==> config.mk <==
export PLATFORM = sky130hd
export DESIGN_NAME = mem_port_arbiter
export DESIGN_NICKNAME = d
export VERILOG_FILES = /design/src/rtl/mem_arb_pkg.sv /design/src/rtl/mem_arb_pick.sv /design/src/rtl/mem_port_arbiter.sv
export SDC_FILE = /design/constraint.sdc
export NUM_CORES = 1
export LEC_CHECK = 0
export CAP_MARGIN = 20
export CORE_ASPECT_RATIO = 2
export CORE_MARGIN = 5
export CORE_UTILIZATION = 43
export CTS_BUF_LIST = sky130_fd_sc_hd__clkbuf_8
export CTS_CLUSTER_SIZE = 20
export DETAILED_ROUTE_END_ITERATION = 10
export PLACE_DENSITY_LB_ADDON = 0.05
export SLEW_MARGIN = 20
export SYNTH_ARGS = -nofsm -noshare
export SYNTH_HDL_FRONTEND = slang
export SYNTH_SLANG_ARGS = --single-unit
==> constraint.sdc <==
create_clock -name clk -period 2.45 [get_ports clk]
set_clock_uncertainty 0.1 [all_clocks]
set_input_delay 0.3675 -clock clk [delete_from_list [all_inputs] [get_ports clk]]
set_output_delay 0.3675 -clock clk [all_outputs]
set_load 0.01 [all_outputs]
==> src/rtl/mem_arb_pkg.sv <==
// Shared encodings for the memory port arbiter.
//   state_e : main FSM states (IDLE / ACCESS / RESP)
//   owner_e : which requester currently holds the memory port
//   WAIT_W / STARVE_W : counter widths covering WAIT 0..7 and STARVE_MAX 1..15
package mem_arb_pkg;

  typedef enum logic [1:0] {
    ST_IDLE   = 2'd0,
    ST_ACCESS = 2'd1,
    ST_RESP   = 2'd2
  } state_e;

  typedef enum logic {
    OWN_FETCH = 1'b0,
    OWN_DATA  = 1'b1
  } owner_e;

  localparam int unsigned WAIT_W   = 3;
  localparam int unsigned STARVE_W = 4;

endpackage

==> src/rtl/mem_arb_pick.sv <==
// Arbitration pick logic for the memory port arbiter.
// Data wins over fetch unless fetch has lost STARVE_MAX consecutive
// arbitrations while requesting; the loss counter advances on arb.
// Ports:
//   clk, rst      : clock, asynchronous active-high reset
//   f_req, d_req  : fetch / data requests
//   arb           : strobe, high when the main FSM arbitrates this edge
//   valid         : at least one request present
//   winner        : requester that would be granted this edge
module mem_arb_pick
  import mem_arb_pkg::*;
#(
  parameter int unsigned STARVE_MAX = 4
) (
  input  logic   clk,
  input  logic   rst,
  input  logic   f_req,
  input  logic   d_req,
  input  logic   arb,
  output logic   valid,
  output owner_e winner
);

  logic [STARVE_W-1:0] starve_cnt_q, starve_cnt_d;
  logic                fetch_wins;

  always_comb begin
    fetch_wins   = f_req && (!d_req || (starve_cnt_q == STARVE_W'(STARVE_MAX)));
    valid        = f_req || d_req;
    winner       = fetch_wins ? OWN_FETCH : OWN_DATA;
    starve_cnt_d = starve_cnt_q;
    if (arb) begin
      if (!f_req || fetch_wins) begin
        starve_cnt_d = '0;
      end else if (starve_cnt_q != STARVE_W'(STARVE_MAX)) begin
        starve_cnt_d = starve_cnt_q + STARVE_W'(1);
      end
    end
  end

  always_ff @(posedge clk or posedge rst) begin
    if (rst) begin
      starve_cnt_q <= '0;
    end else begin
      starve_cnt_q <= starve_cnt_d;
    end
  end

endmodule

==> src/rtl/mem_port_arbiter.sv <==
// Shares the single-ported program/data memory between instruction fetch
// and the operand data path. Each access runs WAIT+1 ACCESS cycles followed
// by one RESP cycle carrying the ack; RESP arbitrates again so back-to-back
// accesses need no idle gap. All outputs are registered.
// Ports:
//   clk, rst                      : clock, asynchronous active-high reset
//   f_req/f_addr/f_gnt/f_ack      : fetch requester handshake
//   d_req/d_we/d_addr/d_wdata     : data requester request
//   d_gnt/d_ack                   : data requester handshake outputs
//   rdata                         : read data, held until the next read ack
//   mem_en/mem_we/mem_addr/
//   mem_wdata/mem_rdata           : memory macro interface
//   busy                          : access in flight (ACCESS or RESP)
//   owner                         : current owner, 0 fetch / 1 data
module mem_port_arbiter
  import mem_arb_pkg::*;
#(
  parameter int unsigned AW         = 16,
  parameter int unsigned DW         = 16,
  parameter int unsigned WAIT       = 1,
  parameter int unsigned STARVE_MAX = 4
) (
  input  logic          clk,
  input  logic          rst,
  input  logic          f_req,
  input  logic [AW-1:0] f_addr,
  output logic          f_gnt,
  output logic          f_ack,
  input  logic          d_req,
  input  logic          d_we,
  input  logic [AW-1:0] d_addr,
  input  logic [DW-1:0] d_wdata,
  output logic          d_gnt,
  output logic          d_ack,
  output logic [DW-1:0] rdata,
  output logic          mem_en,
  output logic          mem_we,
  output logic [AW-1:0] mem_addr,
  output logic [DW-1:0] mem_wdata,
  input  logic [DW-1:0] mem_rdata,
  output logic          busy,
  output logic          owner
);

  state_e              state_q, state_d;
  owner_e              owner_q, owner_d;
  logic [WAIT_W-1:0]   wait_q, wait_d;
  logic [AW-1:0]       mem_addr_q, mem_addr_d;
  logic [DW-1:0]       mem_wdata_q, mem_wdata_d;
  logic [DW-1:0]       rdata_q, rdata_d;
  logic                mem_en_q, mem_en_d;
  logic                mem_we_q, mem_we_d;
  logic                busy_q, busy_d;
  logic                f_gnt_q, f_gnt_d, f_ack_q, f_ack_d;
  logic                d_gnt_q, d_gnt_d, d_ack_q, d_ack_d;

  logic                arb;
  logic                valid;
  owner_e              winner;

  assign arb = (state_q != ST_ACCESS);

  mem_arb_pick #(
    .STARVE_MAX (STARVE_MAX)
  ) u_pick (
    .clk    (clk),
    .rst    (rst),
    .f_req  (f_req),
    .d_req  (d_req),
    .arb    (arb),
    .valid  (valid),
    .winner (winner)
  );

  // mem_we_q doubles as the latched write flag; it is cleared outside ACCESS
  // so the macro never sees a write strobe without mem_en.
  always_comb begin
    state_d     = state_q;
    owner_d     = owner_q;
    wait_d      = wait_q;
    mem_addr_d  = mem_addr_q;
    mem_wdata_d = mem_wdata_q;
    rdata_d     = rdata_q;
    mem_en_d    = 1'b0;
    mem_we_d    = 1'b0;
    busy_d      = 1'b0;
    f_gnt_d     = 1'b0;
    f_ack_d     = 1'b0;
    d_gnt_d     = 1'b0;
    d_ack_d     = 1'b0;
    case (state_q)
      ST_IDLE, ST_RESP: begin
        if (valid) begin
          state_d  = ST_ACCESS;
          owner_d  = winner;
          wait_d   = WAIT_W'(WAIT);
          mem_en_d = 1'b1;
          busy_d   = 1'b1;
          if (winner == OWN_DATA) begin
            mem_addr_d  = d_addr;
            mem_we_d    = d_we;
            mem_wdata_d = d_wdata;
            d_gnt_d     = 1'b1;
          end else begin
            mem_addr_d  = f_addr;
            mem_wdata_d = '0;
            f_gnt_d     = 1'b1;
          end
        end else begin
          state_d = ST_IDLE;
        end
      end
      ST_ACCESS: begin
        busy_d = 1'b1;
        if (wait_q == '0) begin
          state_d = ST_RESP;
          if (!mem_we_q) begin
            rdata_d = mem_rdata;
          end
          if (owner_q == OWN_DATA) begin
            d_ack_d = 1'b1;
          end else begin
            f_ack_d = 1'b1;
          end
        end else begin
          wait_d   = wait_q - WAIT_W'(1);
          mem_en_d = 1'b1;
          mem_we_d = mem_we_q;
        end
      end
      default: state_d = ST_IDLE;
    endcase
  end

  always_ff @(posedge clk or posedge rst) begin
    if (rst) begin
      state_q     <= ST_IDLE;
      owner_q     <= OWN_FETCH;
      wait_q      <= '0;
      mem_addr_q  <= '0;
      mem_wdata_q <= '0;
      rdata_q     <= '0;
      mem_en_q    <= 1'b0;
      mem_we_q    <= 1'b0;
      busy_q      <= 1'b0;
      f_gnt_q     <= 1'b0;
      f_ack_q     <= 1'b0;
      d_gnt_q     <= 1'b0;
      d_ack_q     <= 1'b0;
    end else begin
      state_q     <= state_d;
      owner_q     <= owner_d;
      wait_q      <= wait_d;
      mem_addr_q  <= mem_addr_d;
      mem_wdata_q <= mem_wdata_d;
      rdata_q     <= rdata_d;
      mem_en_q    <= mem_en_d;
      mem_we_q    <= mem_we_d;
      busy_q      <= busy_d;
      f_gnt_q     <= f_gnt_d;
      f_ack_q     <= f_ack_d;
      d_gnt_q     <= d_gnt_d;
      d_ack_q     <= d_ack_d;
    end
  end

  assign f_gnt     = f_gnt_q;
  assign f_ack     = f_ack_q;
  assign d_gnt     = d_gnt_q;
  assign d_ack     = d_ack_q;
  assign rdata     = rdata_q;
  assign mem_en    = mem_en_q;
  assign mem_we    = mem_we_q;
  assign mem_addr  = mem_addr_q;
  assign mem_wdata = mem_wdata_q;
  assign busy      = busy_q;
  assign owner     = owner_q;

endmodule
# Word level (Yosys, flattened, before mapping)
# Cells that the tools add are included.
# Widths: inputs -> output; s select.
# word_totals
reg_bits	65
latch_bits	0
ram_bits	0
rom_bits	0
input_bits	69
out_inout_bits	56
wordCells	70
memories	0
# op_classes
addsub	2
multipliers	0
div_mod_pow	0
order_cmp	0
n_eq_ne	8
shift	0
muxes	30
n_bitwise	1
reduce_logical	15
# ops
op	count
$mux 16	2
$mux 1	18
$mux 4	2
$mux 3	2
$pmux 1 s2	3
$pmux 3 s2	1
$reduce_and 3->1	2
$add 4x1->4 const B	1
$eq 4x3->1 const B	1
$ne 2x1->1 const B	2
$ne 2x2->1 const B	2
$ne 4x3->1 const B	1
$pmux 2 s2	1
$reduce_and 2->1	2
$reduce_bool 2->1	2
$logic_not 3->1	1
$logic_or 1x1->1	3
$sub 3x1->3 const B	1
$eq 2x1->1 const B	1
$eq 2x2->1 const B	1
$logic_not 1->1	2
$logic_not 2->1	1
$mux 2	1
$reduce_or 2->1	1
other kinds (2)	2

# Logic depth before layout (Yosys ltp)
# Gate-level depths: netlist of run 1.
# logic_depth
ltp_word	6
depth_mapped	7
ltp_nobuf	5

# Modules after synthesis
# A second synthesis of run 1 with hierarchy kept.
# unflattened
cells_unflattened	242
area_unflattened_um2	2760.1
# by_module_without_submodules
mod	n_inst	cells_per_inst	area_per_inst_um2	seq_area_each_um2
mem_port_arbiter	1	215	2507.4	1526.5
mem_arb_pick	1	27	252.7	100.1

# Worst setup path after synthesis of run 1
# Ideal clock, no wire load.
# synth_timing
path_type	register to register
from	register wait_q[0]
to	register rdata_q[0], in the netlist rdata[0]
setup_time_ps	125
arrival_time_ps	1498
required_ps	2225
setup_slack_ps	728
path_stages_with_launch	7
n_path_buf	1
synth_period_minus_slack_ps	1722
cell_sequence	dfrtp_1 inv_1 ha_1 nand2b_1 nor3_4 buf_6 mux2_2
# synth_between
elab_chain_cells	2
# synth_lines
item	line_no	text
start, declared	mem_port_arbiter.sv:47	logic [WAIT_W-1:0] wait_q, wait_d;
start signal, assigned	mem_port_arbiter.sv:153	wait_q <= wait_d;
$logic_not 3->1	mem_port_arbiter.sv:115	if (wait_q == '0) begin
$reduce_and 3->1 (no line)	-	
end signal, assigned	mem_port_arbiter.sv:156	rdata_q <= rdata_d;
end, declared	mem_port_arbiter.sv:50	logic [DW-1:0] rdata_q, rdata_d;
# No other way between the ends.
# A chain may end at the register's enable or synchronous reset.

# Worst setup path in the final report of run 1
# layout_timing
from	register wait_q[0]
to	register rdata_q[15], in the netlist rdata[15]
# The elaborated chain is that of the path after synthesis.

==> results of run 1 <==
-- metal layers --
| metal | vias to the layer above | global-route usage | part of all wire |
|---|---|---|---|
| li1 | 1169 | - | - |
| met3 | 13 | 0.0628 | 0.077 |
| met1 | 1168 | 0.194 | 0.36 |
| met5 | - | 0 | 0 |
| met2 | 83 | 0.321 | 0.54 |
| met4 | 0 | 0.0885 | 0.024 |
-- registers in the layout (all words and copies together), names as in the netlist --
register and flops:
mem_addr 16, mem_wdata 16, rdata 16, u_pick.starve_cnt_q 4, wait_q 3, state_q 2
busy 1, d_ack 1, d_gnt 1, f_ack 1, f_gnt 1, mem_en 1
mem_we 1, owner 1
-- power groups by stage --
stage          Combinational [mW]  Clock [mW]  Sequential, mW
4_1_cts                      2.50       0.765            1.86
3_3_place_gp                 2.45           0            1.86
5_1_grt                      2.66       0.815            1.92
3_5_place_dp                 2.49           0            1.86
6_report                     2.44       0.738            1.85
2_1_floorplan                1.00           0            2.06
-- kinds of logic after synthesis --
group,after synthesis,synth area share
and+or+nand+nor,108,0.182
AOI/OAI and AO/OA,48,0.123
muxes,16,0.0630
adders and majority gates,4,0.0175
DFF,65,0.569
buffers and inverters,25,0.0451
-- Yosys cell counts, types with 2 or more instances --
library cell  number
mux2_2            16
o21ai_0           21
buf_6              3
nor2b_1            2
clkbuf_1           5
inv_1              7
buf_2             10
dfrtp_1           65
nand2b_1           2
a21oi_1            2
and2_1             2
nand2_1           71
o211ai_1           7
nand4_1           17
nor2_1             4
nand3_1            2
o211ai_2           9
ha_1               4
-- per-stage QoR --
stage | hold WS [ps] | util | instances | setup slack (ps) | area, sq um
2_1_floorplan | 345 | - | 266 | 356 | 2860
3_3_place_gp | 360 | 0.640 | 469 | 462 | 4200
3_5_place_dp | 372 | 0.640 | 469 | 409 | 4200
4_1_cts | 147 | 0.664 | 484 | 636 | 4360
5_1_grt | 164 | 0.664 | 484 | 511 | 4360
6_report | 159 | 0.664 | 484 | 657 | 4360
-- worst min path at each step --
| stage | end | slack, ps | depth (start not counted) |
|---|---|---|---|
| CTS | rdata[0] | 150 | 2 |
| floorplan | wait_q[0] | 340 | 1 |
| global route | rdata[6] | 160 | 2 |
| global placement | wait_q[0] | 360 | 1 |
| detailed placement | mem_wdata[5] | 370 | 2 |
| finish | rdata[0] | 160 | 2 |
-- cell type report --
cell class	instances	area [sq um]	area share
Clock buffer	10	138	0.0316
Clock inverter	5	18.8	0.00431
Inverter	7	26.3	0.00603
Multi-Input combinational cell	176	1110	0.254
Sequential cell	65	1630	0.373
Tap cell	88	110	0.0253
Timing Repair Buffer	133	1330	0.306
==> results.toml, run 1 <==
[layout]
num_antenna_cells = 0
drive_above_1_share = 0.126
fin_nets = 465
area_growth_pct = 52.5
num-fill-cells = 541
final_common_cell = "clkdlybuf4s50_1"
layout_common_cells = "clkdlybuf4s50_1 (124), nand2_1 (71), dfrtp_1 (65)"

[placement]
gp_congestion = 0.778
port_buffers = 124
place_hpwl_microns = 5470

[global_route]
antenna_found_initial = 0
overflow = 0
grt_max_degree = 58
grt_pass1_vias = 2521
grtUsageTotal = 0.186
grt_pass1_wl_microns = 11800

[power_and_ir_drop]
switching_share = 0.344
pwr-share-comb = 0.485
ir_worst_vdd_mv = 0.540
seqPwrFrac = 0.368
power.internal_mw = 3.30
power_frac_clock = 0.147
switching_power_mw = 1.73
powerDensity_mw_per_mm2 = 1150
p_leak_nw = 1.85
power_mw = 5.03

[worst_setup_path]
r2r-start = "wait_q[0]"
cp_top_family = "flip-flops"
worstPathCellList = "inv_1 > ha_1 > nand2b_1 > nor3_4 > buf_4 > mux2_2"
cp_slowest_cell = "dfrtp_1"
timing.critical_path.from = "wait_q[0]"
worst_ep_required_time_ps = 2570
crit_type = "reg2reg"
reg2reg_slack_ps = 660
setup.worst_path.end = "rdata[15]"
path_max_fanout = 16
path_depth = 6
r2r.worst_path.cells = 6
crit_buf_inv = 2
r2r_end = "rdata[15]"
critPathArrivalTime_ps = 1920
max_stage_delay_ps = 390
start_kind = "flop"
end_kind = "flop"

[floorplanning]
die_area_sq_mm = 0.00848
ios = 125
num_rows = 42
initial_utilization = 0.435
core_area_sq_mm = 0.00657
die_y_microns = 125
fp.dieW_microns = 67.6

[synthesis]
netlist.top_cell.by_area = "dfrtp_1"
synth_ff_type = "dfrtp_1"
ys_warn_count = 0
ys_types = 35
ys_ff_latch = 65
syn_inst = 266
synth_edf_count = 0
netlist.area_leader.share = 0.569
synthArstFlopShare = 1.00
syn_area_per_cell_sq_um = 10.7
synth.area.top_cells = "dfrtp_1 (57%), nand2_1 (9.3%), mux2_2 (6.3%), o211ai_2 (3.9%), nand4_1 (3.7%)"
syn-cell-area_sq_mm = 0.00286
syn-num-nets = 339
ys_seq_area_frac = 0.569

[sta]
rsz0062_at_grt = "false"
drv_slew = 0
max-slew-margin-rel = 0.663
tns_ps = 0
fin_crit_ps = 1790
finalHoldViolCount = 0
fin_crit_sh = 0.732
clock.fmax_mhz = 558
worstMarginPinSlew_ps = 504
setup_viol = 0

[clocking]
cts_max_level = 3
clk_path_buf_depth = 2
clk_pin_slew_ps = 60
cts_tree = "done"
cts-root-buf = "clkbuf_8"
cts_resized = 0
cts_made_buffers = 9
postCtsHoldBufs = 0
clkSinkCount = 65
cts_setup_buffers = 0
insertion_delay_ps = 340

[run_status]
status = "completed"

[detailed_routing]
antenna_left = 0
drt_pass1_iterations = 4
finalWirelength_microns = 7320
routed_via_density = 5.03
drc = 0
first_iter_violations = 88
avgRoutedWirePerCell_microns = 15.1
vias = 2433

[min_path]
hold_path.class = "in2async"

[run]
maxCapViolations = 0
No activity file was read; power rests on OpenSTA's default activity.
==> inputs of run 2 (changes only) <==
Settings changed: CORE_UTILIZATION 43 to 39.
Clock period 2.45 ns to 1.5 ns, I/O delays scaled along.
==> results.toml, run 2 (synthesized netlist as in run 1, its figures left out) <==
[placement]
place_hpwl_microns = 5850
gp_congestion = 0.764
dp_cells = 489
port_buffers = 124

[layout]
num_antenna_cells = 0
drive_above_1_share = 0.233
fin_nets = 489
finalNonFillerCells = 513
num-fill-cells = 601
layout_common_cells = "nand2_1 (70), clkdlybuf4s50_1 (68), dfrtp_1 (64)"
area_growth_pct = 67.1
fin_util = 0.662
final_common_cell = "nand2_1"

[sta]
clock.fmax_mhz = 609
finalHoldViolCount = 0
setup_viol = 17
fin_crit_ps = 1640
rsz0062_at_grt = "true"
worstMarginPinSlew_ps = 318
drv_slew = 0
max-slew-margin-rel = 0.785
fin_crit_sh = 1.09
finalWorstSetupSlack_ps = -141

[worst_setup_path]
critPathArrivalTime_ps = 1810
setup.worst_path.end = "wait_q[2]"
cp_slowest_cell = "or4_4"
worst_ep_required_time_ps = 1670
start_kind = "flop"
reg2reg_slack_ps = -140
end_kind = "flop"
crit_type = "reg2reg"
crit_top_cell = "inv_2"
max_stage_delay_ps = 500
r2r-start = "wait_q[0]"
worstPathCellList = "inv_2 > buf_4 > buf_6 > ha_4 > inv_2 > or4_4 > a21oi_2"
timing.critical_path.from = "wait_q[0]"
r2r.worst_path.cells = 7
r2r_end = "wait_q[2]"
path_max_fanout = 2

[global_route]
antenna_found_initial = 0
grt_pass1_wl_microns = 12800
overflow = 0
grt_pass1_vias = 2607
grt_max_degree = 34
grtUsageTotal = 0.179

[detailed_routing]
avgRoutedWirePerCell_microns = 16.2
drt_pass1_iterations = 4
vias = 2543
antenna_left = 0
drc = 0
first_iter_violations = 83
finalWirelength_microns = 8330
routed_via_density = 4.96

[clocking]
insertion_delay_ps = 340
cts-root-buf = "clkbuf_8"
clk_path_buf_depth = 2
cts_tree = "done"
cts_made_buffers = 9
cts_max_level = 3
clk_pin_slew_ps = 70
postCtsHoldBufs = 0
clkSinkCount = 65

[power_and_ir_drop]
switching_share = 0.338
p_leak_nw = 2.20
switching_power_mw = 3.11
ir_worst_vdd_mv = 0.833
pwr-share-comb = 0.468
power.internal_mw = 6.09
power_frac_clock = 0.206
powerDensity_mw_per_mm2 = 1930
seqPwrFrac = 0.326

[floorplanning]
core_area_sq_mm = 0.00721
ios = 125
die_area_sq_mm = 0.00924
initial_utilization = 0.396
num_rows = 44
fp.dieW_microns = 70.5
die_y_microns = 131

[min_path]
hold_path.class = "in2async"

[run]
maxCapViolations = 0

[run_status]
violations = "negative setup slack"
status = "finished, violations left"
[run 2: how the worst min path moves through the flow]
stage | start | end | slack, ps | depth (start not counted)
after global placement | mem_wdata[2] | mem_wdata[2] | 370 | 2
after global routing | rst | rdata[4] | 90 | 2
after detailed placement | mem_wdata[9] | mem_wdata[9] | 370 | 2
after CTS | rst | rdata[4] | 70 | 2
final | rst | rdata[4] | 90 | 2
after floorplan | rst | busy | 260 | 1
[run 2: power by group through the flow]
stage          logic (mW)  registers [mW]  clock network [mW]
2_1_floorplan        1.67            3.36                   0
5_1_grt              4.70            3.12                2.00
4_1_cts              4.25            2.99                1.94
3_3_place_gp         4.36            3.01                   0
3_5_place_dp         4.42            3.02                   0
6_report             4.31            3.00                1.89
[run 2: per-stage QoR]
step | cell area [sq um] | TNS [ps] | hold slack (ps) | total power, mW | setup WS, ps
floorplan | 2880 | -2360 | 261 | 5.03 | -196
global placement | 4380 | -7600 | 365 | 7.36 | -221
detailed placement | 4380 | -9040 | 371 | 7.44 | -236
CTS | 4710 | -1970 | 74.9 | 9.18 | -140
global route | 4780 | -3160 | 90.9 | 9.83 | -199
finish | 4780 | -2150 | 87.4 | 9.20 | -141
[run 2: layer usage]
| layer | wire length [microns] | global-route usage | share of wire |
|---|---|---|---|
| met1 | 3020 | 0.199 | 0.36 |
| met2 | 4640 | 0.317 | 0.56 |
| met3 | 411 | 0.0397 | 0.049 |
| met4 | 258 | 0.0941 | 0.031 |
| met5 | 0 | 0 | 0 |
[run 2: cell type report]
class / instances / area [sq um] / share of cell area
timing repair buffer: 155 / 1480 / 0.310
clock buffer: 12 / 165 / 0.0346
tap: 92 / 115 / 0.0241
clock inverter: 4 / 97.6 / 0.0204
inverter: 7 / 30.0 / 0.00629
multi-input combinational: 178 / 1260 / 0.264
sequential: 65 / 1630 / 0.341
[run 2: timing repair]
| item | CTS | global route |
|---|---|---|
| hold endpoints to repair | 0 | 0 |
| endpoints found under the setup margin | 77 | 50 |
| gates resized for setup | 75 | 26 |
| pin swaps | 3 | 7 |
| gates cloned | 2 | 1 |
| setup buffers | 4 | 3 |
[run 2: critical path: cells and delay by family (launching register included)]
family	cells	cell delay, ps
AND/OR/NAND/NOR	1	500
flip-flops	1	400
buffers and inverters	4	310
AO/OA/AOI/OAI	1	140
adder cells (fa/ha/maj)	1	120
==> inputs of run 3 (changes only) <==
Settings changed: RECOVER_POWER from default to 25, SLEW_MARGIN 20 to 40, TNS_END_PERCENT from default to 5.
==> results.toml, run 3 (synthesized netlist as in run 1, its figures left out) <==
[power_and_ir_drop]
powerDensity_mw_per_mm2 = 1860
ir_worst_vdd_mv = 0.820
p_leak_nw = 2.15

[worst_setup_path]
worstPathCellList = "inv_2 > buf_4 > buf_4 > ha_1 > inv_1 > or4_1 > a21oi_1"
max_stage_delay_ps = 460
crit_type = "reg2reg"
worst_ep_required_time_ps = 1670
crit_buf_inv = 4
reg2reg_slack_ps = -80
path_max_fanout = 2
crit_top_cell = "buf_4"
start_kind = "flop"
cp_slowest_cell = "or4_1"
cp_top_family = "simple AND/OR/NAND/NOR gates"
end_kind = "flop"
critPathArrivalTime_ps = 1750

[global_route]
grt_pass1_wl_microns = 12800
antenna_found_initial = 0
grtUsageTotal = 0.178
grt_max_degree = 46
overflow = 0
grt_pass1_vias = 2594

[detailed_routing]
drt_pass1_iterations = 4
vias = 2500
drc = 0
avgRoutedWirePerCell_microns = 15.6
finalWirelength_microns = 7960
first_iter_violations = 159
antenna_left = 0
routed_via_density = 4.91

[floorplanning]
core_area_sq_mm = 0.00721
fp.dieW_microns = 70.5
die_area_sq_mm = 0.00924
initial_utilization = 0.396
num_rows = 44
die_y_microns = 131
ios = 125

[clocking]
cts_max_level = 3
insertion_delay_ps = 340
clk_pin_slew_ps = 60
cts_made_buffers = 9
cts-root-buf = "clkbuf_8"
cts_tree = "done"
clk_path_buf_depth = 2
clkSinkCount = 65

[sta]
fin_crit_sh = 1.05
finalHoldViolCount = 0
drv_slew = 0
rsz0062_at_grt = "true"
fin_crit_ps = 1580
setup_viol = 17
max-slew-margin-rel = 0.678
tns_ps = -1030
worstMarginPinSlew_ps = 481
finalWorstSetupSlack_ps = -77.5
clock.fmax_mhz = 634

[run_status]
violations = "negative setup slack"
status = "finished, violations left"

[layout]
area_growth_pct = 60.8
fin_nets = 485
num-fill-cells = 620
num_antenna_cells = 0
drive_above_1_share = 0.197
final_common_cell = "nand2_1"
layout_common_cells = "nand2_1 (71), clkdlybuf4s50_1 (67), dfrtp_1 (65)"

[run]
maxCapViolations = 0

[placement]
post-place-ws_ps = -269
gp_congestion = 0.835
port_buffers = 124
place_hpwl_microns = 5890

[min_path]
hold_path.class = "in2async"
## run 3: changes by cell type in the layout (fill, tap and decap cells not counted), sizes merged, moves of 2 or more
cell and delta:
inv +3, and2 -2, clkinv +2, buf -5, bufinv -2
## run 3: final cells by class
cell class,instances,area (sq um),area share
repair buffers,153,1430,0.312
flip-flops and latches,65,1630,0.354
clock buffers,10,138,0.0299
clock inverters,6,51.3,0.0112
well taps,92,115,0.0250
multi-input cells,176,1200,0.262
inverters,7,27.5,0.00599
## run 3: per-stage QoR
stage	cell area, sq um	hold WS [ps]	utilization	cells	power (mW)
2_1_floorplan	2860	261	-	266	4.99
6_report	4600	235	0.637	509	8.57
5_1_grt	4600	267	0.637	509	9.21
3_5_place_dp	4410	370	0.611	491	7.47
3_3_place_gp	4410	363	0.611	491	7.37
4_1_cts	4680	97.9	0.649	511	8.83
## run 3: timing repair
item                       CTS  global route
setup endpoints to repair   89            36
setup buffers                3             0
resized for setup           85             4
hold buffers                 0             0
gates cloned                 1             0
pin swaps                    3             7
## run 3: final timing paths
kind                          startpoint             to  depth (start not counted)
max                            wait_q[0]      wait_q[2]                          7
min                                  rst       rdata[1]                          2
min reg2reg                mem_wdata[13]  mem_wdata[13]                          2
min in group clk             d_wdata[13]  mem_wdata[13]                          3
max in group asynchronous            rst       rdata[7]                          3
max reg2reg                    wait_q[0]      wait_q[2]                          7
## run 3: report_power, final
group          switching (mW)  leakage [nW]  internal [mW]
Clock                   0.620         0.110          0.789
Combinational            1.97          1.23           2.19
Sequential              0.427         0.808           2.57
## run 3: metal layers
metal  share of wire  vias up  global-route usage
li1                -     1213                   -
met1            0.36     1197               0.192
met2            0.56       82               0.320
met3           0.064        8              0.0573
met4           0.016        0              0.0720
met5               0        -                   0
